$ cat src/rtl/msg_pkg.sv
// Shared definitions for the message frame detector.
//   - FRAME_A / FRAME_B : the two fixed ASCII frames, index 0 is the first byte on the wire
//   - LEN_A / LEN_B     : frame lengths
//   - WIN_LEN           : comparison window length (longest frame)
//   - state_e           : sync FSM states
//   - frame_class()     : maps the 2-bit select to a frame class (0 = A, 1 = B)
package msg_pkg;

  localparam int LEN_A   = 9;
  localparam int LEN_B   = 7;
  localparam int WIN_LEN = LEN_A;

  // "Guatemala"
  localparam logic [0:LEN_A-1][7:0] FRAME_A = {
    8'h47, 8'h75, 8'h61, 8'h74, 8'h65, 8'h6D, 8'h61, 8'h6C, 8'h61
  };

  // "QQuetza"
  localparam logic [0:LEN_B-1][7:0] FRAME_B = {
    8'h51, 8'h51, 8'h75, 8'h65, 8'h74, 8'h7A, 8'h61
  };

  typedef enum logic [0:0] {
    HUNT   = 1'b0,
    LOCKED = 1'b1
  } state_e;

  // 00/11 select frame A, 01/10 select frame B, so the class is the XOR of the bits.
  function automatic logic frame_class(input logic [1:0] sel);
    return sel[1] ^ sel[0];
  endfunction

endpackage

$ cat src/rtl/msg_window.sv
// Byte window and frame comparators.
//   clk, reset : clock and synchronous active-high reset
//   en_i       : byte valid; the window shifts only when set
//   d_i        : incoming byte
//   hit_a_o    : combinational, d_i completes frame A this cycle (gated by en_i)
//   hit_b_o    : combinational, d_i completes frame B this cycle (gated by en_i)
// The 9-byte comparison window is the 8 stored bytes plus the live d_i, so a
// frame is recognised on the same edge that samples its last byte.
module msg_window
  import msg_pkg::*;
(
  input  logic       clk,
  input  logic       reset,
  input  logic       en_i,
  input  logic [7:0] d_i,
  output logic       hit_a_o,
  output logic       hit_b_o
);

  // Index WIN_LEN-2 holds the most recent stored byte.
  logic [0:WIN_LEN-2][7:0] win_q, win_d;
  logic [0:WIN_LEN-1][7:0] seq;

  assign seq = {win_q, d_i};

  always_comb begin
    win_d = win_q;
    if (en_i) begin
      win_d = {win_q[1:WIN_LEN-2], d_i};
    end
  end

  // Reset to 0x00: that byte occurs in neither frame, so a stale window cannot match.
  always_ff @(posedge clk) begin
    if (reset) begin
      win_q <= '0;
    end else begin
      win_q <= win_d;
    end
  end

  // Frame B uses only the newest LEN_B bytes; overlapping prefixes fall out naturally.
  assign hit_a_o = en_i && (seq == FRAME_A);
  assign hit_b_o = en_i && (seq[WIN_LEN-LEN_B:WIN_LEN-1] == FRAME_B);

endmodule

$ cat src/rtl/msg_frame_detector.sv
// Receive-side frame detector for the looping "Guatemala" / "QQuetza" streams.
//   clk, reset : clock and synchronous active-high reset
//   EN         : byte valid, d_in is sampled only when set
//   d_in       : incoming ASCII byte
//   select     : expected frame class (00/11 = A, 01/10 = B)
//   match_a/b  : one-cycle pulse after the edge that sampled the last byte of a frame
//   locked     : high while synchronised to the selected frame
//   err        : one-cycle pulse when a locked frame boundary does not match
//   char_idx   : bytes accepted since the last frame end while locked, 0 in HUNT
//   frame_cnt  : saturating count of accepted selected-frame matches
// Handshake: a byte is transferred on every rising edge with EN=1; there is no
// backpressure. When EN=0 the pulses drop and all other state holds.
module msg_frame_detector
  import msg_pkg::*;
#(
  parameter int CNT_W = 8
) (
  input  logic             clk,
  input  logic             reset,
  input  logic             EN,
  input  logic [7:0]       d_in,
  input  logic [1:0]       select,
  output logic             match_a,
  output logic             match_b,
  output logic             locked,
  output logic             err,
  output logic [3:0]       char_idx,
  output logic [CNT_W-1:0] frame_cnt
);

  logic hit_a, hit_b;

  msg_window u_window (
    .clk     (clk),
    .reset   (reset),
    .en_i    (EN),
    .d_i     (d_in),
    .hit_a_o (hit_a),
    .hit_b_o (hit_b)
  );

  state_e           state_q, state_d;
  logic [3:0]       idx_q, idx_d;
  logic [CNT_W-1:0] cnt_q, cnt_d;
  logic             err_q, err_d;
  logic             ma_q, ma_d;
  logic             mb_q, mb_d;
  logic             cls_q, cls_d;

  logic             sel_cls;
  logic             sel_hit;
  logic [3:0]       last_idx;
  logic [CNT_W-1:0] cnt_inc;

  assign sel_cls  = frame_class(select);
  assign sel_hit  = sel_cls ? hit_b : hit_a;
  assign last_idx = sel_cls ? 4'(LEN_B - 1) : 4'(LEN_A - 1);
  assign cnt_inc  = (cnt_q == '1) ? cnt_q : cnt_q + 1'b1;

  always_comb begin
    state_d = state_q;
    idx_d   = idx_q;
    cnt_d   = cnt_q;
    cls_d   = cls_q;
    err_d   = 1'b0;
    // hit_x is already gated by EN, so the pulses drop on idle cycles.
    ma_d    = hit_a;
    mb_d    = hit_b;

    if (EN) begin
      cls_d = sel_cls;
      unique case (state_q)
        HUNT: begin
          if (sel_hit) begin
            state_d = LOCKED;
            idx_d   = '0;
            cnt_d   = cnt_inc;
          end
        end
        LOCKED: begin
          // A frame-class switch wins over any boundary result on the same byte.
          if (sel_cls != cls_q) begin
            state_d = HUNT;
            idx_d   = '0;
          end else if (idx_q == last_idx) begin
            idx_d = '0;
            if (sel_hit) begin
              cnt_d = cnt_inc;
            end else begin
              err_d   = 1'b1;
              state_d = HUNT;
            end
          end else begin
            // Off-boundary matches do not resynchronise.
            idx_d = idx_q + 4'd1;
          end
        end
        default: begin
          state_d = HUNT;
          idx_d   = '0;
        end
      endcase
    end
  end

  always_ff @(posedge clk) begin
    if (reset) begin
      state_q <= HUNT;
      idx_q   <= '0;
      cnt_q   <= '0;
      cls_q   <= 1'b0;
      err_q   <= 1'b0;
      ma_q    <= 1'b0;
      mb_q    <= 1'b0;
    end else begin
      state_q <= state_d;
      idx_q   <= idx_d;
      cnt_q   <= cnt_d;
      cls_q   <= cls_d;
      err_q   <= err_d;
      ma_q    <= ma_d;
      mb_q    <= mb_d;
    end
  end

  assign match_a   = ma_q;
  assign match_b   = mb_q;
  assign locked    = (state_q == LOCKED);
  assign err       = err_q;
  assign char_idx  = idx_q;
  assign frame_cnt = cnt_q;

endmodule

$ cat config.mk
export PLATFORM = sky130hd
export DESIGN_NAME = msg_frame_detector
export DESIGN_NICKNAME = d
export VERILOG_FILES = /design/src/rtl/msg_pkg.sv /design/src/rtl/msg_window.sv /design/src/rtl/msg_frame_detector.sv
export SDC_FILE = /design/constraint.sdc
export NUM_CORES = 1
export LEC_CHECK = 0
export ABC_AREA = 1
export CAP_MARGIN = 10
export CORE_MARGIN = 1
export CORE_UTILIZATION = 35
export CTS_BUF_LIST = sky130_fd_sc_hd__clkbuf_4 sky130_fd_sc_hd__clkbuf_8 sky130_fd_sc_hd__clkbuf_16
export DETAILED_ROUTE_END_ITERATION = 6
export PLACE_DENSITY_LB_ADDON = 0.08
export SYNTH_ARGS = -nofsm -noshare
export SYNTH_HDL_FRONTEND = slang
export SYNTH_SLANG_ARGS = --single-unit
$ cat constraint.sdc
create_clock -name clk -period 3.38 [get_ports clk]
set_clock_uncertainty 0.05 [all_clocks]
set_input_delay 1.014 -clock clk [delete_from_list [all_inputs] [get_ports clk]]
set_output_delay 1.014 -clock clk [all_outputs]
set_load 0.05 [all_outputs]
==> impl_metrics.toml <==
[run_status]
outcome = "complete, no violations"

[worst_setup_path]
cp_cell_sequence = "clkdlybuf4s50_1"
rr_worst_depth = 11
endpoint_kind = "output pin"
cp_slowest_cell = "clkdlybuf4s50_1"
r2r_slack_ps = 1460
critical_path_class = "reg2out"
start_kind = "flop"
critical_path_buf_inv_count = 1
r2r-end = "frame_cnt[0]"
r2r-start = "u_window.seq[29]"
cp_top_family = "buffers and inverters"
cp_max_fo = 7
critPathMaxStageDelay_ps = 850
required_ps = 2320
critPathArrivalTime_ps = 1660

[die]
fp.dieW_um = 105.6
pin_count = 29
start_util_pct = 36.22
core_region_area_um2 = 10370
dieArea_um2 = 11150
die-height_um = 105.6
row_count = 37

[job]
cap_viol_max_count = 0

[timing]
rsz0062_at_grt = "false"
finalCritPeriodShare_pct = 80.61
fin_crit_ps = 2725
worst_pin_slew_ps = 509.2
setup-tns-final_ps = 0
max-slew-margin-rel_pct = 65.95
setup_viol = 0
max_freq_ghz = 0.3670
fin_ws_ps = 655.3
final_max_slew_viol_count = 0
hold_viol = 0

[cells_and_area]
drive_above_1_share_pct = 7.083
syn_to_final_growth_pct = 16.22
nets = 603
mostFrequentLayoutCells = "nor2_1, nand2_1, dfxtp_1"
final_common_cell = "nor2_1"
fillers = 1155
antennaDiodeCount = 0
finalInstanceArea_um2 = 4365
final_cell_count_no_fill = 729

[route]
vias = 3459
drc = 0
drt_pass1_iterations = 4
wl_per_cell_um = 12.94
first_iter_violations = 151
vias_per_cell = 4.745
ant_nets = 0
wl_um = 9435

[hold_path]
hold_start = "u_window.seq[47]"
hold_class = "reg2reg"
holdPathStages = 2
min_to = "u_window.seq[55]"

[grt]
grt_pass1_wl_um = 15860
overflow = 0
top_usage_layer = "met2"
grt_pass1_vias = 3220
grt_max_degree = 76
use_met3_pct = 2.350
antenna_found_initial = 0
grt_use_met1_pct = 26.13
grtUsageMet2_pct = 26.93
grt_usage_pct = 17.93

[cts]
path_clk_slew_ps = 80
numCtsBuffers = 9
htreeDepth = 3
ctsResizeCount = 0
clk_path_buf_depth = 2
ctsHoldBuffers = 0
clock-sinks = 81
clk_latency_ps = 360
cts_setup_buffers = 0
cts-root-buf = "clkbuf_8"
cts_tree = "done"

[yosys]
syn_area_um2 = 3756
synth_fp_nets = 583
synth_cell_types = 24
synth_area_per_cell_um2 = 6.613
synthCells = 568
ys_warn_count = 0
synth-seq-cells = 81
synth_seq_area_share_pct = 43.17

[placed_design]
post-dp-hpwl_um = 6456
io_buffers = 28
gp_congestion = 0.8217
placed_cells = 713
dpl_cell_area_um2 = 4150
post-place-ws_ps = 368.6

[power_and_ir_drop]
leakagePower_nw = 1.736
p_per_area_nw_per_um2 = 467.2
peakVddDrop_mv = 0.1858
sequential cells by signal (all words and copies together), names as in the netlist:
register / cells
locked: 1
err: 1
match_b: 1
frame_cnt: 8
match_a: 1
cls_q: 1
u_window.seq: 64
char_idx: 4
routing by layer:
layer	share of wire, %	wire, µm	up-vias
li1	-	-	1860
met4	1.8	174	0
met1	52	4947	1536
met3	2.9	273	16
met2	43	4040	47
met5	0	0	-
through the flow:
step / hold WS (ps) / utilization (%) / power, mW
3_3_place_gp: 403.0 / 40.02 / 1.293
5_1_grt: 450.4 / 42.10 / 2.134
3_5_place_dp: 408.9 / 40.02 / 1.296
4_1_cts: 421.8 / 42.10 / 2.061
6_report: 420.9 / 42.10 / 2.039
2_1_floorplan: 394.4 / - / 1.217
power breakdown:
| group | internal, mW | switching, mW | total [mW] |
|---|---|---|---|
| clock network | 0.418 | 0.347 | 0.765 |
| registers | 1.01 | 0.0478 | 1.05 |
| logic | 0.0771 | 0.142 | 0.219 |
cell type report:
class	count	area (µm²)	area share, %
Timing Repair Buffer	33	325.3	7.452
Clock buffer	14	180.2	4.127
Multi-Input combinational cell	392	1767	40.47
Inverter	71	266.5	6.105
Clock inverter	2	35.03	0.8025
Sequential cell	81	1622	37.15
Tap cell	136	170.2	3.898
synthesized netlist by cell type:
| master | number | share of area [%] |
|---|---|---|
| nand3_1 | 32 | 4.3 |
| xor2_1 | 2 | 0.47 |
| clkbuf_1 | 19 | 1.9 |
| buf_6 | 1 | 0.30 |
| inv_2 | 13 | 1.3 |
| nor2_4 | 1 | 0.30 |
| a21oi_1 | 51 | 6.8 |
| xnor2_1 | 1 | 0.23 |
| nor2_2 | 2 | 0.33 |
| inv_1 | 57 | 5.7 |
| o21ai_1 | 2 | 0.27 |
| clkinv_1 | 1 | 0.10 |
| buf_4 | 1 | 0.20 |
| dfxtp_1 | 81 | 43 |
| nor2_1 | 112 | 11 |
| nand4_1 | 15 | 2.5 |
| nor3_1 | 9 | 1.2 |
| nand2_2 | 3 | 0.50 |
| o21ai_0 | 63 | 8.4 |
| or2_0 | 1 | 0.17 |
| nand3_2 | 1 | 0.27 |
| buf_1 | 3 | 0.30 |
| nand2_1 | 95 | 9.5 |
| ha_1 | 2 | 0.67 |
cell families (layout without fill, tap and decap cells):
group	count (synthesis)	count (layout)	synth area share, %
simple gates	271	271	30.21
buf+inv	95	120	9.794
compound gates	116	116	15.46
fa+ha+maj	2	2	0.6661
flops	81	81	43.17
xor+xnor	3	3	0.6997
worst min-delay path: stages, from the launching register on:
cell and delay [ps]:
dfxtp_1 310, inv_1 60, a21oi_1 60
how the worst max path moves through the flow:
stage | slack, ps | to | startpoint | cells after the start
final | 660 | locked | locked | 1
after global routing | 470 | frame_cnt[1] | select[1] | 13
after CTS | 650 | locked | locked | 1
after detailed placement | 370 | frame_cnt[0] | select[0] | 12
after global placement | 400 | frame_cnt[0] | select[1] | 12
after floorplan | 1120 | frame_cnt[4] | select[0] | 13
(Power assumes the default switching activity.)
